## config.mk

```make
export PLATFORM = sky130hd
export DESIGN_NAME = instruction_fetch
export DESIGN_NICKNAME = d
export VERILOG_FILES = /design/src/rtl/instruction_fetch.sv
export SDC_FILE = /design/constraint.sdc
export NUM_CORES = 1
export LEC_CHECK = 0
export BUFFER_PORTS_ARGS = -buffer_cell sky130_fd_sc_hd__buf_2
export CAP_MARGIN = 0
export CELL_PAD_IN_SITES_DETAIL_PLACEMENT = 1
export CELL_PAD_IN_SITES_GLOBAL_PLACEMENT = 2
export CORE_ASPECT_RATIO = 1.5
export CORE_UTILIZATION = 29
export CTS_CLUSTER_DIAMETER = 200
export CTS_CLUSTER_SIZE = 20
export DETAILED_ROUTE_END_ITERATION = 7
export HOLD_SLACK_MARGIN = 0.06
export PLACE_DENSITY = 0.91
export SYNTH_ARGS = -nofsm -noshare
export SYNTH_HDL_FRONTEND = slang
export SYNTH_SLANG_ARGS = --single-unit
```

## constraint.sdc

```tcl
create_clock -name clk -period 3.35 [get_ports clk]
set_input_delay 0.1675 -clock clk [delete_from_list [all_inputs] [get_ports clk]]
set_output_delay 0.1675 -clock clk [all_outputs]
set_load 0.05 [all_outputs]
```

## src/rtl/instruction_fetch.sv

```systemverilog
// instruction_fetch: IF stage of the pipelined RISC-V core.
// Owns the program counter and presents it as the fetch address. Captures the
// returned word into the IF/ID register. Handles stalls, redirects with flush,
// and out-of-range fetches with a sticky fault.
module instruction_fetch #(
    parameter logic [63:0] RESET_PC  = 64'h0,
    parameter int          MEM_BYTES = 16,
    parameter logic [31:0] NOP_INST  = 32'h00000013
) (
    input  logic        clk,
    input  logic        reset,
    input  logic        stall,
    input  logic        redirect,
    input  logic [63:0] redirect_pc,
    output logic [63:0] instAddr,
    input  logic [31:0] inst,
    output logic [31:0] if_id_inst,
    output logic [63:0] if_id_pc,
    output logic        if_id_valid,
    output logic        fetch_fault,
    output logic        misaligned
);

    // Highest byte address at which a full 32-bit word can still be fetched.
    localparam logic [63:0] LAST_ADDR = 64'(MEM_BYTES - 4);

    // True when a byte address is not on a 4-byte boundary.
    function automatic logic isMisaligned(input logic [63:0] addr);
        return (addr[1:0] != 2'b00);
    endfunction

    logic [63:0] pc_r;
    logic [31:0] ifIdInst_r;
    logic [63:0] ifIdPc_r;
    logic        ifIdValid_r;
    logic        fetchFault_r;
    logic        misaligned_r;

    logic [63:0] pcNext_s;
    logic [31:0] ifIdInstNext_s;
    logic [63:0] ifIdPcNext_s;
    logic        ifIdValidNext_s;
    logic        fetchFaultNext_s;
    logic        misalignedNext_s;
    logic        outOfRange_s;

    // The current PC is checked against memory bounds in the same cycle it is presented.
    assign outOfRange_s = (pc_r > LAST_ADDR);

    // Next-state selection: redirect beats fault hold, which beats stall, which beats normal fetch.
    always_comb begin
        pcNext_s         = pc_r;
        ifIdInstNext_s   = ifIdInst_r;
        ifIdPcNext_s     = ifIdPc_r;
        ifIdValidNext_s  = ifIdValid_r;
        fetchFaultNext_s = fetchFault_r;
        misalignedNext_s = 1'b0;
        if (redirect) begin
            // The low two bits are dropped; the pulse tells EX the target was not word-aligned.
            pcNext_s         = {redirect_pc[63:2], 2'b00};
            ifIdInstNext_s   = NOP_INST;
            ifIdPcNext_s     = 64'd0;
            ifIdValidNext_s  = 1'b0;
            fetchFaultNext_s = 1'b0;
            misalignedNext_s = isMisaligned(redirect_pc);
        end else if (outOfRange_s) begin
            // Memory data is meaningless here; freeze the PC and keep feeding bubbles.
            pcNext_s         = pc_r;
            ifIdInstNext_s   = NOP_INST;
            ifIdPcNext_s     = 64'd0;
            ifIdValidNext_s  = 1'b0;
            fetchFaultNext_s = 1'b1;
        end else if (stall) begin
            pcNext_s         = pc_r;
            ifIdInstNext_s   = ifIdInst_r;
            ifIdPcNext_s     = ifIdPc_r;
            ifIdValidNext_s  = ifIdValid_r;
            fetchFaultNext_s = fetchFault_r;
        end else begin
            pcNext_s         = pc_r + 64'd4;
            ifIdInstNext_s   = inst;
            ifIdPcNext_s     = pc_r;
            ifIdValidNext_s  = 1'b1;
            fetchFaultNext_s = fetchFault_r;
        end
    end

    // State register with synchronous reset; reset masks any concurrent redirect.
    always_ff @(posedge clk) begin
        if (reset) begin
            pc_r         <= RESET_PC;
            ifIdInst_r   <= NOP_INST;
            ifIdPc_r     <= 64'd0;
            ifIdValid_r  <= 1'b0;
            fetchFault_r <= 1'b0;
            misaligned_r <= 1'b0;
        end else begin
            pc_r         <= pcNext_s;
            ifIdInst_r   <= ifIdInstNext_s;
            ifIdPc_r     <= ifIdPcNext_s;
            ifIdValid_r  <= ifIdValidNext_s;
            fetchFault_r <= fetchFaultNext_s;
            misaligned_r <= misalignedNext_s;
        end
    end

    assign instAddr    = pc_r;
    assign if_id_inst  = ifIdInst_r;
    assign if_id_pc    = ifIdPc_r;
    assign if_id_valid = ifIdValid_r;
    assign fetch_fault = fetchFault_r;
    assign misaligned  = misaligned_r;

endmodule

```

### Word level (Yosys, flattened, before mapping)

Index checks and enable logic that the tools add are counted.

* register bits: 163
* bits in latches: 0
* RAM bits: 0
* bits in read-only memories: 0
* output and inout port bits: 163
* logic and storage cells: 23
* memories kept: 0

* add/sub/neg operators: 1
* $mul: 0
* div/mod/pow operators: 0
* $lt $le $gt $ge: 1
* equality and inequality tests: 2
* shift operators: 0
* multiplexer cells: 3
* bitwise operators: 3
* reduce and logical (&&, ||, !) cells: 6

Operators by type and width (number)
* 64-bit two-way mux: 3
* 64-bit by 3-bit adder with 64-bit output (second input constant): 1
* 64-bit by 4-bit greater-than comparator with 1-bit output (second input constant): 1
* 2-bit AND reduction: 2
* 2-bit OR reduction: 2
* 1-bit inverter: 3
* 3-bit OR reduction: 1
* 2-bit by 1-bit inequality test with 1-bit output (second input constant): 1
* 2-bit inequality test (second input constant): 1
* 2-bit nonzero test: 1

### Depth between registers and ports, before layout

* depth after elaboration: 4
* gate-level depth with buffers: 7
* mapped depth without buffers: 5

### Least setup slack after synthesis

No wires, ideal clock.

* kind: register to register
* from: register pc_r[58], in the netlist instAddr[58]
* to: register ifIdPc_r[2], in the netlist if_id_pc[2]
* data arrival time: 1.899 ns
* path slack: 1.385 ns
* cell stages (with the launch flop): 8
* buffers on the path: 2
* clock period less this slack: 1.965 ns
* cell sequence: dfxtp_1 > nor4_1 > nand4_1 > nor4_4 > nand2_2 > buf_4 > buf_6 > nor2_1

* longest elaborated chain between the ends: 2

Ends and longest elaborated chain
* start, declared: line 32 `logic [63:0] pc_r;`
* start signal, assigned: line 98 `pc_r <= pcNext_s;`
* 64-bit by 4-bit greater-than comparator with 1-bit output: line 48 `assign outOfRange_s = (pc_r > LAST_ADDR);`
* 3-bit OR reduction (no source line)
* end signal, assigned: line 100 `ifIdPc_r <= ifIdPcNext_s;`
* end, declared: line 34 `logic [63:0] ifIdPc_r;`

No other way between the ends.
A chain may end at the register's enable or synchronous reset.

### Worst setup path after layout

* from: register pc_r[14], in the netlist instAddr[14]
* to: register ifIdInst_r[26], in the netlist if_id_inst[26]

* longest elaborated chain between the ends: 2

Ends and longest elaborated chain
* 64-bit by 4-bit greater-than comparator with 1-bit output: line 48
* 3-bit OR reduction (no source line)
* end signal, assigned: line 99 `ifIdInst_r <= ifIdInstNext_s;`
* end, declared: line 33 `logic [31:0] ifIdInst_r;`

No other way between the ends.

==> flow_summary.yaml <==
status:
  status: "finished, final reports clean"
clock_network:
  clk_latency_ns: 0.43
  cts-resized-gates: 0
  cts_tree: "done"
  clock-sinks: 159
  htree_levels: 4
  cts.path.max_buffers: 2
  cts_setup_buffers: 0
  clock_tree.root_cell: "clkbuf_16"
  clk_pin_slew_ns: 0.06
  ctsHoldBuffers: 97
  cts_inserted_buffers: 17
synthesis:
  synthTopCellsByCount: "159 x dfxtp_1, 153 x mux2i_1, 153 x nor2_1"
  syn-instance-count: 550
  netlist.area_leader.share_pct: 54.7
  async_flop_share_pct: 0
  ys_ff_latch: 159
  synth.most_common_cell: "dfxtp_1"
  synth-edff-count: 0
  ys_top_cells_by_area: "dfxtp_1 55%, mux2i_1 26%, nor2_1 9.9%"
  ys_warn_count: 0
  synthDistinctLibCells: 27
  ys_seq_area_share_pct: 54.7
  avgSynthCellArea_sq_um: 10.6
  ys.flop_type: "dfxtp_1"
  syn_area_sq_mm: 0.00582
  yosysTopAreaCell: "dfxtp_1"
route:
  via_count: 5326
  drt_iter0_markers: 215
  vias_per_cell: 4.57
  antenna_left: 0
  drcViolationCount: 0
  drt-total-wl_mm: 19.9
  post_drt_wl_per_cell_microns: 17.1
  dr.pass1.iters: 5
worst_setup_path:
  startpoint_type: "register"
  timing.rr.end: "if_id_inst[26]$_SDFFE_PP0N_"
  crit_fanout: 92
  r2r_cells: 6
  worst-setup-path-type: "reg2reg"
  path_delay_family: "simple AND/OR/NAND/NOR gates"
  required_ns: 3.68
  crit_buf_inv: 1
  r2r-start: "instAddr[14]$_SDFFE_PP0P_"
  cp-end-kind: "register"
  arrival_ns: 2.94
  crit_chain: "nor4_1 -> nand4_1 -> nor4_4 -> buf_4 -> nand2_4 -> nor2_1"
  slowest_delay_ns: 0.55
  r2r_slack_ns: 0.74
  cpMaxStageDelayCell: "nor4_1"
timing:
  rsz0062_at_grt: "false"
  finalMaxSlewViolations: 0
  period_minus_slack_ns: 2.61
  post-route-period-util_pct: 77.9
  setup_viol: 0
  finalSetupTns_ns: 0
  fin_skew_ns: 0.00723
  tightest_slew_ns: 1.05
  slew_headroom_pct: 30.0
  max_freq_ghz: 0.383
  hold_viol_final: 0
global_route:
  use_met2_pct: 35.8
  grt-busiest-layer: "met2"
  grt_start_max_net_pins: 93
  grt_pass1_vias: 5689
  grt_pass1_wl_mm: 31.1
  antenna_found_initial: 1
  met1_usage_pct: 20.1
  grt_use_met3_pct: 4.38
  grt_util_all_layers_pct: 19.5
  overflow: 0
placement:
  io_buffers: 258
  place_congestion: 0.745
  dp_hpwl_mm: 12.3
die:
  die_h_microns: 176
  die-width_microns: 118
  start_util_pct: 29.5
  coreArea_sq_mm: 0.0197
  row_count: 63
  pin_count: 263
  dieArea_sq_mm: 0.0207
pwr:
  powerDensity_mw_per_mm2: 521
  p_leak_uw: 0.00440
  ir_worst_vdd_mv: 0.292
flow_run:
  maxCapViolCount: 0
worst_hold_path:
  hold_end: "instAddr[2]$_SDFFE_PP0P_"
  hold_start: "redirect_pc[2]"
  min_path_type: "in2reg"
  min_path_cells: 3
finish:
  fin_util_pct: 45.0
  drive_above_1_share_pct: 32.7
  syn2layout_area_growth_pct: 52.2
  fin_nets: 993
-- placed cells by master, fill, tap and decap left out, drive strengths merged --
master,Yosys,layout
buf,23,263
dfxtp,159,159
nor2,153,153
mux2i,153,153
dlygate4sd3,0,97
clkbuf,17,20
nor4,16,16
clkinv,0,6
nand3,5,5
inv,4,4
conb,1,4
bufinv,0,4
nand4,3,3
nor2b,3,3
diode,0,2
a21oi,2,2
nand2,1,1
a311oi,1,1
nor3,1,1
and2,1,1
or2,1,1
o211a,1,1
a211oi,1,1
a2111oi,1,1
a21boi,1,1
nor3b,1,1
ha,1,1
clkinvlp,0,1
-- area by class of cell --
class | instances | area, sq um
diodes | 2 | 5.00
clock buffers | 20 | 447
clock inverters | 11 | 165
fillers | 2286 | 10800
inverters | 4 | 15.0
multi-input cells | 350 | 2410
flip-flops and latches | 159 | 3180
well taps | 260 | 325
repair buffers | 360 | 2320
-- power breakdown --
group | switching, uW | leakage (uW) | internal, uW
Sequential | 51.2 | 0.00129 | 1940
Clock | 775 | 0.000300 | 1260
Combinational | 355 | 0.00280 | 243
Total | 1180 | 0.00440 | 3440
-- layer usage --
layer,share of wire (%),wire [microns],vias up
met3,3.8,760,48
met5,0,0,-
met2,53,10700,161
met4,4.5,891,0
met1,38,7620,2580
li1,-,-,2537
-- kinds of logic (layout without fill, tap and decap cells) --
logic type | Yosys count | after routing | synth area share, %
DFF | 159 | 159 | 54.7
other | 1 | 6 | 0.0644
muxes | 153 | 153 | 26.3
AOI/OAI and AO/OA | 7 | 7 | 1.01
buffers and inverters | 44 | 395 | 4.28
adders and majority gates | 1 | 1 | 0.215
and+or+nand+nor | 185 | 185 | 13.5
-- sequential cells by signal (all words and copies together), names as in the netlist --
| register | cells |
|---|---|
| fetch_fault | 1 |
| if_id_inst | 32 |
| if_id_pc | 62 |
| if_id_valid | 1 |
| instAddr | 62 |
| misaligned | 1 |
-- how the worst max path moves through the flow --
stage	slack, ns	cells past startpoint	end	from
after floorplan	1.38	7	if_id_pc[2]$_SDFFE_PP0N_	instAddr[58]$_SDFFE_PP0P_
after global placement	0.75	6	if_id_valid$_SDFFE_PP0N_	instAddr[14]$_SDFFE_PP0P_
after detailed placement	0.73	6	if_id_valid$_SDFFE_PP0N_	instAddr[58]$_SDFFE_PP0P_
after CTS	0.72	6	if_id_pc[31]$_SDFFE_PP0N_	instAddr[58]$_SDFFE_PP0P_
after global routing	0.46	6	if_id_inst[26]$_SDFFE_PP0N_	instAddr[14]$_SDFFE_PP0P_
final	0.74	6	if_id_inst[26]$_SDFFE_PP0N_	instAddr[14]$_SDFFE_PP0P_
-- per-stage QoR --
stage          setup slack [ns]  power, uW  hold WS [ns]  area, sq um  std cells
3_5_place_dp              0.729       2530         0.405         7280       1036
2_1_floorplan              1.38       2370         0.308         5830        553
4_1_cts                   0.716       4680        0.0622         8860       1164
5_1_grt                   0.464       4810         0.102         8860       1165
6_report                  0.741       4620        0.0863         8860       1166
3_3_place_gp              0.750       2530         0.397         7280       1036
-- worst reg2reg max path, delay by kind of cell, from the launching register on --
| kind | cells | cell delay (ns) |
|---|---|---|
| and+or+nand+nor | 5 | 1.97 |
| DFF | 1 | 0.33 |
| buffers and inverters | 1 | 0.20 |
Power figures use the tool's default switching activity.
